[config.mk]
export PLATFORM = sky130hd
export DESIGN_NAME = bcd_counter_display_flat
export DESIGN_NICKNAME = d
export VERILOG_FILES = /design/src/rtl/bcd_counter_display_if.sv /design/src/rtl/bcd_counter_display.sv /design/src/flat_wrapper.sv
export SDC_FILE = /design/constraint.sdc
export NUM_CORES = 1
export LEC_CHECK = 0
export ABC_CLOCK_PERIOD_IN_PS = 3550
export CAP_MARGIN = 5
export CORE_MARGIN = 5
export CORE_UTILIZATION = 45
export DETAILED_ROUTE_END_ITERATION = 16
export GPL_TIMING_DRIVEN = 0
export PLACE_DENSITY = 0.73
export SYNTH_ARGS = -nofsm -noshare
export SYNTH_HDL_FRONTEND = slang
export SYNTH_SLANG_ARGS = --single-unit
[constraint.sdc]
create_clock -name CLOCK_50 -period 3.55 [get_ports CLOCK_50]
set_input_delay 0.5325 -clock CLOCK_50 [delete_from_list [all_inputs] [get_ports CLOCK_50]]
set_output_delay 0.5325 -clock CLOCK_50 [all_outputs]
set_load 0.02 [all_outputs]
[src/rtl/bcd_counter_display_if.sv]
// rtl/bcd_counter_display_if.sv - board-side signal bundle for the BCD counter/display block
interface bcd_counter_display_if #(
    parameter int DIGITS = 4
);
    logic                  EN;
    logic                  UP;
    logic                  LOAD;
    logic [4*DIGITS-1:0]   LOAD_VAL;
    logic [4*DIGITS-1:0]   VALUE;
    logic [7*DIGITS-1:0]   HEX;
    logic                  WRAP;

    modport master (
        output EN, UP, LOAD, LOAD_VAL,
        input  VALUE, HEX, WRAP
    );

    modport slave (
        input  EN, UP, LOAD, LOAD_VAL,
        output VALUE, HEX, WRAP
    );
endinterface

[src/rtl/bcd_counter_display.sv]
// rtl/bcd_counter_display.sv - N-digit BCD up/down counter with prescaler, synchronised load and 7-seg decode
// Optional build macro BCD_LEADING_ZERO_BLANK_EN blanks leading zero digits above digit0.
module bcd_counter_display #(
    parameter int DIGITS  = 4,
    parameter int CLK_HZ  = 50000000,
    parameter int TICK_HZ = 10
) (
    input  logic                  CLOCK_50,
    input  logic                  RST_N,
    bcd_counter_display_if.slave  bus
);
    localparam int DIV = CLK_HZ / TICK_HZ;
    localparam int PW  = (DIV > 1) ? $clog2(DIV) : 1;
    localparam int VW  = 4 * DIGITS;
    localparam int HW  = 7 * DIGITS;
    localparam logic [PW-1:0] DIV_LAST = PW'(DIV - 1);
    localparam logic [6:0] SEG_BLANK = 7'b1111111;

    function automatic logic [6:0] seg7(input logic [3:0] d);
        logic [6:0] s;
        case (d)
            4'd0:    s = 7'b1000000;
            4'd1:    s = 7'b1111001;
            4'd2:    s = 7'b0100100;
            4'd3:    s = 7'b0110000;
            4'd4:    s = 7'b0011001;
            4'd5:    s = 7'b0010010;
            4'd6:    s = 7'b0000010;
            4'd7:    s = 7'b1111000;
            4'd8:    s = 7'b0000000;
            4'd9:    s = 7'b0011000;
            default: s = SEG_BLANK;
        endcase
        return s;
    endfunction

    // Display image of an all-zero count, used as the reset value of the HEX register.
    function automatic logic [HW-1:0] hex_reset();
        logic [HW-1:0] r;
        for (int i = 0; i < DIGITS; i++) begin
`ifdef BCD_LEADING_ZERO_BLANK_EN
            r[7*i +: 7] = (i == 0) ? seg7(4'd0) : SEG_BLANK;
`else
            r[7*i +: 7] = seg7(4'd0);
`endif
        end
        return r;
    endfunction

    localparam logic [HW-1:0] HEX_RST = hex_reset();

    logic          sync1_q, sync2_q, prev_q;
    logic [PW-1:0] presc_q, presc_d;
    logic [VW-1:0] value_q, value_d;
    logic          wrap_q, wrap_d;
    logic [HW-1:0] hex_q, hex_d;
    logic          load_edge;
    logic          tick;
    logic          carry;

    assign load_edge = sync2_q & ~prev_q;
    assign tick      = bus.EN & (presc_q == DIV_LAST);

    always_comb begin
        presc_d = presc_q;
        value_d = value_q;
        wrap_d  = 1'b0;
        carry   = 1'b1;
        if (load_edge) begin
            presc_d = '0;
            for (int i = 0; i < DIGITS; i++) begin
                value_d[4*i +: 4] = (bus.LOAD_VAL[4*i +: 4] > 4'd9) ? 4'd9 : bus.LOAD_VAL[4*i +: 4];
            end
        end else if (bus.EN) begin
            presc_d = tick ? '0 : presc_q + 1'b1;
            if (tick) begin
                // Ripple carry/borrow; surviving past the top digit means every digit rolled over.
                for (int i = 0; i < DIGITS; i++) begin
                    if (carry) begin
                        if (bus.UP) begin
                            if (value_q[4*i +: 4] == 4'd9) begin
                                value_d[4*i +: 4] = 4'd0;
                            end else begin
                                value_d[4*i +: 4] = value_q[4*i +: 4] + 4'd1;
                                carry = 1'b0;
                            end
                        end else begin
                            if (value_q[4*i +: 4] == 4'd0) begin
                                value_d[4*i +: 4] = 4'd9;
                            end else begin
                                value_d[4*i +: 4] = value_q[4*i +: 4] - 4'd1;
                                carry = 1'b0;
                            end
                        end
                    end
                end
                wrap_d = carry;
            end
        end
    end

`ifdef BCD_LEADING_ZERO_BLANK_EN
    logic leading;
`endif

    always_comb begin
        hex_d = '0;
`ifdef BCD_LEADING_ZERO_BLANK_EN
        leading = 1'b1;
        for (int i = DIGITS - 1; i >= 0; i--) begin
            if (leading && (i != 0) && (value_q[4*i +: 4] == 4'd0)) begin
                hex_d[7*i +: 7] = SEG_BLANK;
            end else begin
                leading = 1'b0;
                hex_d[7*i +: 7] = seg7(value_q[4*i +: 4]);
            end
        end
`else
        for (int i = 0; i < DIGITS; i++) begin
            hex_d[7*i +: 7] = seg7(value_q[4*i +: 4]);
        end
`endif
    end

    always_ff @(posedge CLOCK_50 or negedge RST_N) begin
        if (!RST_N) begin
            sync1_q <= 1'b0;
            sync2_q <= 1'b0;
            prev_q  <= 1'b0;
            presc_q <= '0;
            value_q <= '0;
            wrap_q  <= 1'b0;
            hex_q   <= HEX_RST;
        end else begin
            sync1_q <= bus.LOAD;
            sync2_q <= sync1_q;
            prev_q  <= sync2_q;
            presc_q <= presc_d;
            value_q <= value_d;
            wrap_q  <= wrap_d;
            hex_q   <= hex_d;
        end
    end

    assign bus.VALUE = value_q;
    assign bus.WRAP  = wrap_q;
    assign bus.HEX   = hex_q;
endmodule

[src/flat_wrapper.sv]
// flat-port wrapper written by rule: the top's interface ports become plain ports
module bcd_counter_display_flat 
#(
    parameter int DIGITS  = 4,
    parameter int CLK_HZ  = 50000000,
    parameter int TICK_HZ = 10
)
  (CLOCK_50, RST_N, bus_EN, bus_UP, bus_LOAD, bus_LOAD_VAL, bus_VALUE, bus_HEX, bus_WRAP);
  bcd_counter_display_if #(.DIGITS(DIGITS)) bus_i ();
  input  logic CLOCK_50;
  input  logic RST_N;
  input wire logic [$bits(bus_i.EN)-1:0] bus_EN;
  input wire logic [$bits(bus_i.UP)-1:0] bus_UP;
  input wire logic [$bits(bus_i.LOAD)-1:0] bus_LOAD;
  input wire logic [$bits(bus_i.LOAD_VAL)-1:0] bus_LOAD_VAL;
  output wire logic [$bits(bus_i.VALUE)-1:0] bus_VALUE;
  output wire logic [$bits(bus_i.HEX)-1:0] bus_HEX;
  output wire logic [$bits(bus_i.WRAP)-1:0] bus_WRAP;
  assign bus_i.EN = bus_EN;
  assign bus_i.UP = bus_UP;
  assign bus_i.LOAD = bus_LOAD;
  assign bus_i.LOAD_VAL = bus_LOAD_VAL;
  assign bus_VALUE = bus_i.VALUE;
  assign bus_HEX = bus_i.HEX;
  assign bus_WRAP = bus_i.WRAP;
  bcd_counter_display #(.DIGITS(DIGITS), .CLK_HZ(CLK_HZ), .TICK_HZ(TICK_HZ)) u_core (.CLOCK_50(CLOCK_50), .RST_N(RST_N), .bus(bus_i));
endmodule
[Word level (Yosys, flattened, before mapping)]
Memory sizes are Yosys's and may differ from the RTL's. A register that Yosys moved wholly into a read port is not among the register bits.
Cells that the tools add are included.
Storage, ports and cells
  bits in latches: 0
  logic and storage cells: 103
  output and inout bits: 45
  memories kept: 4
  RAM bits: 0
  register bits after elaboration: 43
  ROM bits: 448
Cells by class
  add/sub/neg operators: 9
  reduce and logical (&&, ||, !) cells: 17
  div/mod/pow operators: 0
  order comparisons: 4
  muxes and demuxes: 52
  eq/ne operators: 5
  $mul: 0
  shift operators: 0
  bitwise gates (word level): 3
Memory list
  (name not given): words 16, bits a word 7, read ports 1, clocked after memory_dff 1, wr ports 0, RTL line bcd_counter_display.sv:21  | case (d)
  (name not given): words 16, bits a word 7, read ports 1, clocked after memory_dff 1, wr ports 0, RTL line bcd_counter_display.sv:21
  (name not given): words 16, bits a word 7, read ports 1, clocked after memory_dff 1, wr ports 0, RTL line bcd_counter_display.sv:21
  (name not given): words 16, bits a word 7, read ports 1, clocked after memory_dff 1, wr ports 0, RTL line bcd_counter_display.sv:21
Operators by type and width (number)
  $mux 4: 19
  $mux 23: 3
  $mux 16: 3
  $mux 1: 27
  $add 23x1->23 const B: 1
  $eq 23x23->1 const B: 1
  $add 4x1->4 const B: 4
  $eq 4x4->1 const B: 4
  $gt 4x4->1 const B: 4
  $logic_not 4->1: 4
  $sub 4x1->4 const B: 4
  $reduce_bool 2->1: 5
  $reduce_and 3->1: 3
  $logic_not 1->1: 4
  $and 1x1->1: 2
  $reduce_and 2->1: 1
  $not 1->1: 1

[Depth between registers and ports, before layout]
  depth after elaboration: 18
  depth in mapped cells: 8
  mapped depth without buffers: 7

[Worst setup path before layout]
No wires, ideal clock.
  path type: flip-flop to flip-flop
  start: register u_core.value_q[9], in the netlist u_core.bus.VALUE[9]
  end: register u_core.value_q[14], in the netlist u_core.bus.VALUE[14]
  path buffers: 1
  library setup time: 0.067 ns
  required time: 3.483 ns
  setup slack: 0.768 ns
  cell stages (with the launch flop): 9
  data arrival time: 2.715 ns
  cell sequence: dfrtp_1 -> clkbuf_1 -> inv_1 -> ha_1 -> or3b_2 -> a2111oi_0 -> nand4_2 -> a2111oi_1 -> a311o_1
On the way
  cells in the longest elaborated chain, start to end: 9
  elaborated cells on any way between the ends: 11
  those cells by class: eq/ne (1); mux (7); reduce/logical (3)
Ends and longest elaborated chain
  start, declared: RTL line bcd_counter_display.sv:54  | logic [VW-1:0] value_q, value_d;
  start signal, assigned: RTL line bcd_counter_display.sv:139  | value_q <= value_d;
  $eq 4x4->1 / $logic_not 4->1 (equally long branches): RTL line bcd_counter_display.sv:81, bcd_counter_display.sv:88
  $mux 1 (on tied branches): RTL line bcd_counter_display.sv:81, bcd_counter_display.sv:88
  $mux 1 (*): RTL line bcd_counter_display.sv:80  | if (bus.UP) begin
  $mux 1 (*): RTL line bcd_counter_display.sv:79  | if (carry) begin
  $mux 1 (*): RTL line bcd_counter_display.sv:76  | if (tick) begin
  $mux 1 (*): RTL line bcd_counter_display.sv:74  | end else if (bus.EN) begin
  $mux 1 (*): RTL line bcd_counter_display.sv:69  | if (load_edge) begin
  $reduce_bool 2->1 (no line) (*)
  $reduce_and 3->1 (no line) (*)
Every way passes the cells marked *; elsewhere a longest branch is shown, timed or not. The select of a mux whose other input is x is not followed.
A chain may end at the register's enable or synchronous reset.

[Worst setup path after layout]
  start: register u_core.value_q[9], in the netlist u_core.bus.VALUE[9]
  end: register u_core.value_q[15], in the netlist u_core.bus.VALUE[15]
The elaborated chain is that of the path after synthesis.

==> summary.md <==
| Metric | Value |
|---|---|
| Reg2Reg Capture Point | u_core.bus.VALUE[15] |
| Synth cell count leaders | dfrtp_1, nor2_1, a21oi_1 |
| Die height | 107.7 microns |
| Synthesized net count | 530 |
| Design area | 5344 sq um |
| Gpl congestion | 0.8871 |
| Met2 GRT Util | 0.3357 |
| Post-synthesis sequential area ratio | 0.4144 |
| Busiest grt layer | met2 |
| Final worst path period share | 0.8897 |
| Post-Synthesis Cell Area | 4299 sq um |
| H-tree depth | 3 |
| Overflow after GRT | 0 |
| Area contributors post-synth | dfrtp_1, ha_1, nor2_1, a21oi_1, o21ai_0 |
| Routed Antenna Nets | 0 |
| Leakage | 2.224 nW |
| Yosys cell types | 61 |
| Worst-skew pair later-pin latency | 350 ps |
| P_sw | 1.021 mW |
| Post-CTS sizing | 0 |
| Fmax | 0.3166 GHz |
| WHS | 286.0 ps |
| Clock transition at the registers of the reported paths | 80 ps |
| Seq cells post-synth | 71 |
| Met1 usage | 0.2534 |
| Via Count | 4012 |
| Peak VDD IR | 0.2416 mV |
| Routed vias/inst | 5.756 |
| Total Routing Usage GR | 0.1984 |
| Die area | 11610 sq um |
| Worst Hold Class | in -> async |
| Placed Cells incl. Taps | 681 |
| Worst-margin pin slew | 1150 ps |
| Clock tree buffer depth | 2 |
| # Max-Cap Violations | 0 |
| Post-Synthesis Cells | 488 |
| Post-synth EDFFs | 0 |
| Final nets | 605 |
| Area of the multi-input gates | 2331 sq um |
| Crit path DAT | 3370 ps |
| Largest net degree at the start of global routing | 72 |
| Area leader, netlist | dfrtp_1 |
| Layout overhead on the synthesized area | 24.30% |
| Main flop type after synthesis | dfrtp_1 |
| RSZ-0062 raised after global routing | false |
| Dpl cell area | 5099 sq um |
| Hold-fix buffers, CTS | 0 |
| Crit path time final | 3159 ps |
| Number of CTS-inserted buffers | 9 |
| Post-CTS setup buffers | 0 |
| PD cells | 547.2 nW/um^2 |
| Post-Layout Cell Count | 697 |
| Slew Viols, Final | 0 |
| # DRC | 0 |
| Crit Path Max Fanout | 8 |
| Mean Syn Cell Area | 8.810 sq um |
| Comb pwr share | 0.373 |
| DRT Pass-1 Iters | 5 |
| Starting Density | 0.4631 |
| Post-DP HPWL | 7961 microns |
| Die outline width | 107.7 microns |
| Outcome | finished, final reports clean |
| Worst setup SP type | flop |
| Starting DRC count in detailed routing | 370 |
| Crit path capture | u_core.bus.VALUE[15] |
| Max transition margin | 0.2289 |
| Setup Skew | 6.379 ps |
| # fillers | 833 |
| Ports | 66 |
| Final setup fails | 0 |
| Vias in the first global route | 3848 |
| Final WL | 11230 microns |
| Port buffer count | 64 |
| Flop2flop setup slack | 390 ps |
| Root Driver | clkbuf_8 |
| Req. time, crit path | 3760 ps |
| Int Power | 1.903 mW |
| Layout cell share with drive strength beyond 1 | 0.05634 |
| Asr flop ratio synth | 1.000 |
| Synth Warn # | 0 |
| # diodes | 0 |
| Area share of the largest cell type after synthesis | 0.3900 |
| First-pass GRT wire length | 18610 microns |
| Worst setup path class | reg -> reg |
| Reg-to-reg startpoint | u_core.bus.VALUE[9] |
| Overall Power | 2.924 mW |
| Start point of the critical path | u_core.bus.VALUE[9] |
| Area of the core | 9284 sq um |
| Routed wire per std cell | 16.11 microns |
| Sequential Area | 1782 sq um |
| Cells on worst reg2reg path | 8 |
| Net Sw Frac | 0.3492 |
| TritonCTS clock tree | yes |
| Critical path capture point type | flop |
| Global Route met3 Usage | 0.03059 |
| Clk network pwr share | 0.273 |
| Site Rows | 35 |
| Sequential Power Share | 0.354 |
| Dominant cell by count in the synthesized netlist | dfrtp_1 |
| Initial antenna violation count | 0 |
| Fin. Hold Viols | 0 |
| CTS Sinks | 71 |
power by group through the flow:
stage          clock, mW  sequential, mW  combinational, mW
2_1_floorplan          0            1.19              0.520
3_3_place_gp           0            1.05               1.07
3_5_place_dp           0            1.05               1.09
4_1_cts            0.811            1.03               1.09
5_1_grt            0.848            1.05               1.20
6_report           0.798            1.03               1.09
critical path, cell delays in order, from the launching register on:
cell       delay (ps)
dfrtp_1           410
clkbuf_1          230
inv_1             180
ha_1              330
or3b_2            490
a2111oi_0         540
nand4_2           300
a2111oi_0         440
a211oi_1          100
layout by cell type, fill, tap and decap left out, types with 18 or more instances in the layout:
master           instances
a21oi_1                 41
ha_1                    21
clkbuf_1                24
o21ai_0                 34
inv_1                   18
nand2_1                 30
dfrtp_1                 67
nand3_1                 18
nor2_1                  65
clkdlybuf4s50_1         63
worst min-delay path by stage:
stage          slack [ps]            endpoint  depth (start not counted)
6_report              290  u_core.bus.HEX[22]                          1
5_1_grt               370      u_core.sync2_q                          0
4_1_cts               330  u_core.bus.HEX[22]                          1
3_3_place_gp          330      u_core.sync2_q                          0
2_1_floorplan         240   u_core.bus.HEX[0]                          0
3_5_place_dp          340      u_core.sync2_q                          0
cell families (layout without fill, tap and decap cells):
logic type / Yosys count / in the layout / share of synthesized area
AOI/OAI and AO/OA: 142 / 142 / 0.2087
xor gates and xnor gates: 20 / 20 / 0.04075
adders and majority gates: 21 / 21 / 0.06112
buffers and inverters: 49 / 129 / 0.04336
DFF: 71 / 71 / 0.4144
muxes: 12 / 12 / 0.02910
and+or+nand+nor: 173 / 173 / 0.2026
flip-flops by register name (all words and copies together), names as in the netlist:
| signal | cells |
|---|---|
| u_core.prev_q | 1 |
| u_core.bus.HEX | 28 |
| u_core.bus.WRAP | 1 |
| u_core.sync2_q | 1 |
| u_core.sync1_q | 1 |
| u_core.presc_q | 23 |
| u_core.bus.VALUE | 16 |
cell type report:
| cell class | instances | share of cell area |
|---|---|---|
| buffer | 28 | 0.02014 |
| clock buffer | 10 | 0.02576 |
| clock inverter | 6 | 0.02014 |
| inverter | 21 | 0.01475 |
| multi-input combinational | 368 | 0.4362 |
| sequential | 71 | 0.3334 |
| tap | 129 | 0.03020 |
| timing repair buffer | 64 | 0.1194 |
stage by stage:
stage | util | setup TNS [ps] | setup slack [ps]
4_1_cts | 0.5756 | 0 | 431.2
3_3_place_gp | 0.5495 | -30320 | -457.9
2_1_floorplan | - | 0 | 768.0
5_1_grt | 0.5756 | 0 | 115.0
3_5_place_dp | 0.5492 | 0 | 433.8
6_report | 0.5756 | 0 | 391.4
routing by layer:
layer	up-vias	part of all wire
met5	-	0
met4	0	0.019
met3	23	0.059
met2	131	0.49
met1	1940	0.43
li1	1918	-
Note: power is estimated with default switching activity, not from simulation.
==> RTL change 1: new RTL, config.mk and constraints unchanged <==
`CLK_HZ` is set to 50000000 in 2 places; all go to 25000000.
--- a/src/rtl/bcd_counter_display.sv
+++ b/src/rtl/bcd_counter_display.sv
@@ -3,5 +3,5 @@
 module bcd_counter_display #(
     parameter int DIGITS  = 4,
-    parameter int CLK_HZ  = 50000000,
+    parameter int CLK_HZ  = 25000000,
     parameter int TICK_HZ = 10
 ) (
--- a/src/flat_wrapper.sv
+++ b/src/flat_wrapper.sv
@@ -3,5 +3,5 @@
 #(
     parameter int DIGITS  = 4,
-    parameter int CLK_HZ  = 50000000,
+    parameter int CLK_HZ  = 25000000,
     parameter int TICK_HZ = 10
 )
Behaviour: same outputs for any inputs over 10 cycles, from zero or initial values and one cycle with RST_N low; that may be too few to reach the edited logic, so the function may still have changed.
==> RTL change 1 against the original RTL <==
Routed wire length shrank 4.9%; clock skew is 0.65 ps lower; final area down 1.1%; sequential cell count fell by 1; combinational power decreased by 29%; via count is 3.6% lower; area after synthesis barely moved; setup slack improved by 560 ps; total power decreased by 19%; maximum frequency up 22%; synthesized cell count decreased by 0.82%; critical path type unchanged.
==> RTL change 1: results (changes against the original RTL) <==
| Quantity | Value | Unit | Delta |
|:---|:---|:---|:---|
| Synthesized-area fraction occupied by ao, oa, aoi and oai cells | 17.5 | % | was 20.9% |
| Delay of the slowest critical-path stage | 490 | ps | was 540 ps |
| Wire length of the first global-routing pass | 18200 | microns | was 18600 microns |
| Area share of xor/xnor cells in the synthesized design | 5.09 | % | was 4.07% |
| DP HPWL | 7660 | microns | was 7960 microns |
| Number of standard cells in the layout, taps in and fillers out | 693 | - | was 697 |
| Fill cells | 832 | - | was 833 |
| CP max stage cell | dfrtp_1 | - | was a2111oi_0 |
| Number of DRC violations after detailed routing | 0 | - | unchanged |
| Area contributors post-synth | dfrtp_1, ha_1, nor2_1 | - | unchanged |
| Crit path arrival time | 2870 | ps | was 3370 ps |
| Synth Area in Adders | 6.11 | % | about the same |
| Maximum fanout encountered on the critical timing path | 9 | - | was 8 |
| Overall global routing resource usage | 19.2 | % | was 19.8% |
| Initial antenna violation count | 0 | - | unchanged |
| Worst IR Drop VDD | 205 | uV | was 242 uV |
| Via count of the first global-routing pass | 3734 | - | was 3848 |
| LEAKAGE | 2.18 | nW | was 2.22 nW |
| Fraction of final layout cells with drive strength greater than 1 | 6.03 | % | was 5.63% |
| Slew margin rel. | 41.9 | % | was 22.9% |
| Kind of cell adding the most delay to the critical path | simple AND/OR/NAND/NOR gates | - | was compound AO/OA/AOI/OAI gates |
| Placed instance count | 677 | - | was 681 |
| Worst-case register-to-register setup slack | 950 | ps | was 390 ps |
| Buffers inserted during post-CTS setup optimization | 0 | - | unchanged |
| Final antenna diode count | 0 | - | unchanged |
| Run status | complete, no violations | - | unchanged |
| Portion of netlist area occupied by mux cells | 3.31 | % | was 2.91% |
| Skew final | 5.73 | ps | was 6.38 ps |
| Unique cell type count in the Yosys netlist | 60 | - | was 61 |
| RePlAce Congestion | 0.878 | - | was 0.887 |
| Syn Nets | 526 | - | was 530 |
| Share of synthesized area occupied by flip-flops and latches | 40.8 | % | was 41.4% |
| Number of design-rule violations left by the first detailed-router iteration | 327 | - | was 370 |
| Syn avg cell area | 8.89 | sq um | was 8.81 sq um |
| Effective utilization at floorplan | 46.3 | % | about the same |
| Via density | 5.58 | - | was 5.76 |
| Maximum number of pins on one net before global-route repair | 71 | - | was 72 |
| Count of buffers from port buffering | 64 | - | unchanged |
| Final net count | 601 | - | was 605 |
| Post-synth top cells | nor2_1, dfrtp_1, a21oi_1 | - | was dfrtp_1, nor2_1, a21oi_1 |
==> RTL change 1: layer usage <==
metal | up-vias | track usage, % | wire length (microns)
met4 | 0 | 7.84 | 153
met5 | - | 0 | 0
met3 | 16 | 3.30 | 670
met2 | 147 | 31.0 | 5130
li1 | 1872 | - | -
met1 | 1832 | 25.6 | 4730
==> RTL change 1: layout make-up <==
class                      instances  area, sq um  share of cell area (%)
timing repair buffer              64          638                    12.1
tap                              129          161                    3.05
clock inverter                     4         48.8                   0.923
sequential                        70         1760                    33.2
multi-input combinational        372         2380                    45.1
buffer                            27          108                    2.04
inverter                          15         56.3                    1.07
clock buffer                      12          135                    2.56
==> RTL change 1: path summary, 6_finish.rpt <==
| kind | start | to | cells past startpoint |
|---|---|---|---|
| max in group asynchronous | RST_N | u_core.bus.HEX[0] | 1 |
| worst min register to register | u_core.sync1_q | u_core.sync2_q | 0 |
| worst min-delay path | RST_N | u_core.bus.HEX[19] | 1 |
| min in group CLOCK_50 | u_core.sync1_q | u_core.sync2_q | 0 |
| worst max register to register | u_core.bus.VALUE[8] | u_core.bus.VALUE[15] | 7 |
| worst max-delay path | u_core.bus.VALUE[8] | u_core.bus.VALUE[15] | 7 |
==> RTL change 1: power breakdown <==
group | total [mW] | leakage, nW | internal [mW] | switching (mW)
registers | 0.966 | 0.866 | 0.900 | 0.0660
logic | 0.778 | 1.22 | 0.340 | 0.439
clock network | 0.623 | 0.0943 | 0.325 | 0.299
total | 2.37 | 2.18 | 1.56 | 0.804
==> RTL change 1: per-stage QoR <==
step	hold slack, ps	area [sq um]	util [%]
finish	300	5290	56.9
global route	360	5290	56.9
CTS	339	5290	56.9
detailed placement	336	5100	55.0
global placement	334	5100	55.0
floorplan	237	4300	-
==> RTL change 2: new RTL, same flow settings <==
Made on the original files. Reset style: synchronous (`RST_N`), changed in one clocked block.
--- a/src/rtl/bcd_counter_display.sv
+++ b/src/rtl/bcd_counter_display.sv
@@ -123,5 +123,5 @@
     end
 
-    always_ff @(posedge CLOCK_50 or negedge RST_N) begin
+    always_ff @(posedge CLOCK_50) begin
         if (!RST_N) begin
             sync1_q <= 1'b0;
Behaviour: differs if RST_N is asserted again (counterexample within 4 cycles, from zero or initial values and one cycle with RST_N low); with RST_N held inactive, the same outputs for 10 cycles.
==> RTL change 2 against the original RTL <==
Setup slack better by 730 ps; maximum frequency up 30%; count of clock-buffer cells in the layout up 2; sequential cell count unchanged; final area down 7.7%; routed wire length down 11%; area after synthesis down 7.8%; clock skew up 7.4 ps; utilization down 0.48 points; critical path type unchanged; largest cell class unchanged; highest routed layer unchanged.
Power is not compared: it rests on default switching activity, and its combinational part moved more than twofold at a synthesized area within 25%.
==> RTL change 2: results (changes against the original RTL) <==
| Quantity | Value | Unit | Delta |
|:---|:---|:---|:---|
| Cell at the root of the clock tree | clkbuf_8 | - | unchanged |
| Run status | complete, no violations | - | unchanged |
| Area contributors post-synth | dfxtp_1, ha_1, nor2_1 | - | was dfrtp_1, ha_1, nor2_1 |
| Worst-case register-to-register setup slack | 1130 | ps | was 390 ps |
| DP HPWL | 7300 | microns | was 7960 microns |
| Max clock buf depth | 2 | - | unchanged |
| Syn Nets | 534 | - | was 530 |
| Wire length of the first global-routing pass | 16900 | microns | was 18600 microns |
| Most frequently used cell type in the post-synthesis netlist | dfxtp_1 | - | was dfrtp_1 |
| Number of buffers created by CTS | 9 | - | unchanged |
| Fraction of synthesis flops using an asynchronous set or reset pin | 0 | % | was 100% |
| Crit path arrival time | 2660 | ps | was 3370 ps |
| RePlAce Congestion | 0.906 | - | was 0.887 |
| Total Wirelength | 10000 | microns | was 11200 microns |
| Area share of xor/xnor cells in the synthesized design | 4.42 | % | was 4.07% |
| Final net count | 609 | - | was 605 |
| Fraction of final layout cells with drive strength greater than 1 | 3.67 | % | was 5.63% |
| Final antenna diode count | 0 | - | unchanged |
| Placed instance count | 664 | - | was 681 |
| Initial antenna violation count | 0 | - | unchanged |
| Overall global routing resource usage | 18.5 | % | was 19.8% |
| Maximum number of pins on one net before global-route repair | 12 | - | was 72 |
| Via count of the first global-routing pass | 3600 | - | was 3848 |
| Worst IR Drop VDD | 196 | uV |  |
| Share of synthesized area occupied by flip-flops and latches | 35.9 | % | was 41.4% |
| Syn avg cell area | 8.06 | sq um | was 8.81 sq um |
| Via count | 3773 | - | was 4012 |
| Portion of netlist area occupied by mux cells | 3.79 | % | was 2.91% |
| Number of design-rule violations left by the first detailed-router iteration | 279 | - | was 370 |
| Cell area reported after detailed placement | 0.00474 | sq mm | was 0.00510 sq mm |
| Synthesized-area fraction occupied by ao, oa, aoi and oai cells | 19.7 | % | was 20.9% |
| Type of the worst min-delay path | reg -> reg | - | was in -> async |
| Via density | 5.55 | - | was 5.76 |
| Post-synth top cells | dfxtp_1, nor2_1, nand2_1 | - | was dfrtp_1, nor2_1, a21oi_1 |
| Synth Area in Adders | 6.63 | % | was 6.11% |
| Skew final | 13.7 | ps | was 6.38 ps |
| Unique cell type count in the Yosys netlist | 45 | - | was 61 |
RTL change 2: cell types whose count changed after synthesis, sizes merged, moves of 6 or more:
cell    change
dfxtp      +71
dfrtp      -67
nand2      +15
o311ai      +6
nand2b      +6
a21boi      +9
a21oi      -14
a311oi      -6
a31oi       -6
nor2       -10
mux2i       +7
RTL change 2: final cells by class:
class	count	area share, %
sequential	71	28.8
clock inverter	4	0.914
tap	108	2.74
multi-input combinational	371	47.6
inverter	22	1.68
buffer	28	2.26
timing repair buffer	64	13.0
clock buffer	12	2.94
RTL change 2: per-layer routing:
metal | GRT usage [%] | part of all wire (%) | vias up | wire length [microns]
li1 | - | - | 1894 | -
met1 | 23.9 | 45 | 1744 | 4510
met2 | 29.8 | 47 | 113 | 4710
met3 | 4.53 | 5.7 | 22 | 574
met4 | 7.31 | 2.2 | 0 | 216
met5 | 0 | 0 | - | 0
RTL change 2: metrics by stage:
step	setup slack, ps	hold WS [ps]
floorplan	1490	412
global placement	864	427
detailed placement	833	429
CTS	1090	445
global route	963	457
finish	1130	430
RTL change 2: power breakdown:
part	internal [mW]	switching, mW	leakage [nW]
registers	0.819	0.0179	0.576
clock network	0.341	0.290	0.100
logic	0.115	0.149	1.13
total	1.27	0.456	1.81
RTL change 2: critical path: stages, from the launching register on:
cell,delay (ps)
dfxtp_1,390
ha_1,220
nand4_1,180
nor4_1,890
nor4b_1,410
xnor2_1,170
nor2_1,50
RTL change 2: path summary, 6_finish.rpt:
check / cells past startpoint / endpoint / from
worst min-delay path: 1 / u_core.sync2_q / u_core.sync1_q
worst min register to register: 1 / u_core.sync2_q / u_core.sync1_q
worst max register to register: 6 / u_core.presc_q[22] / u_core.presc_q[0]
worst max-delay path: 6 / u_core.presc_q[22] / u_core.presc_q[0]
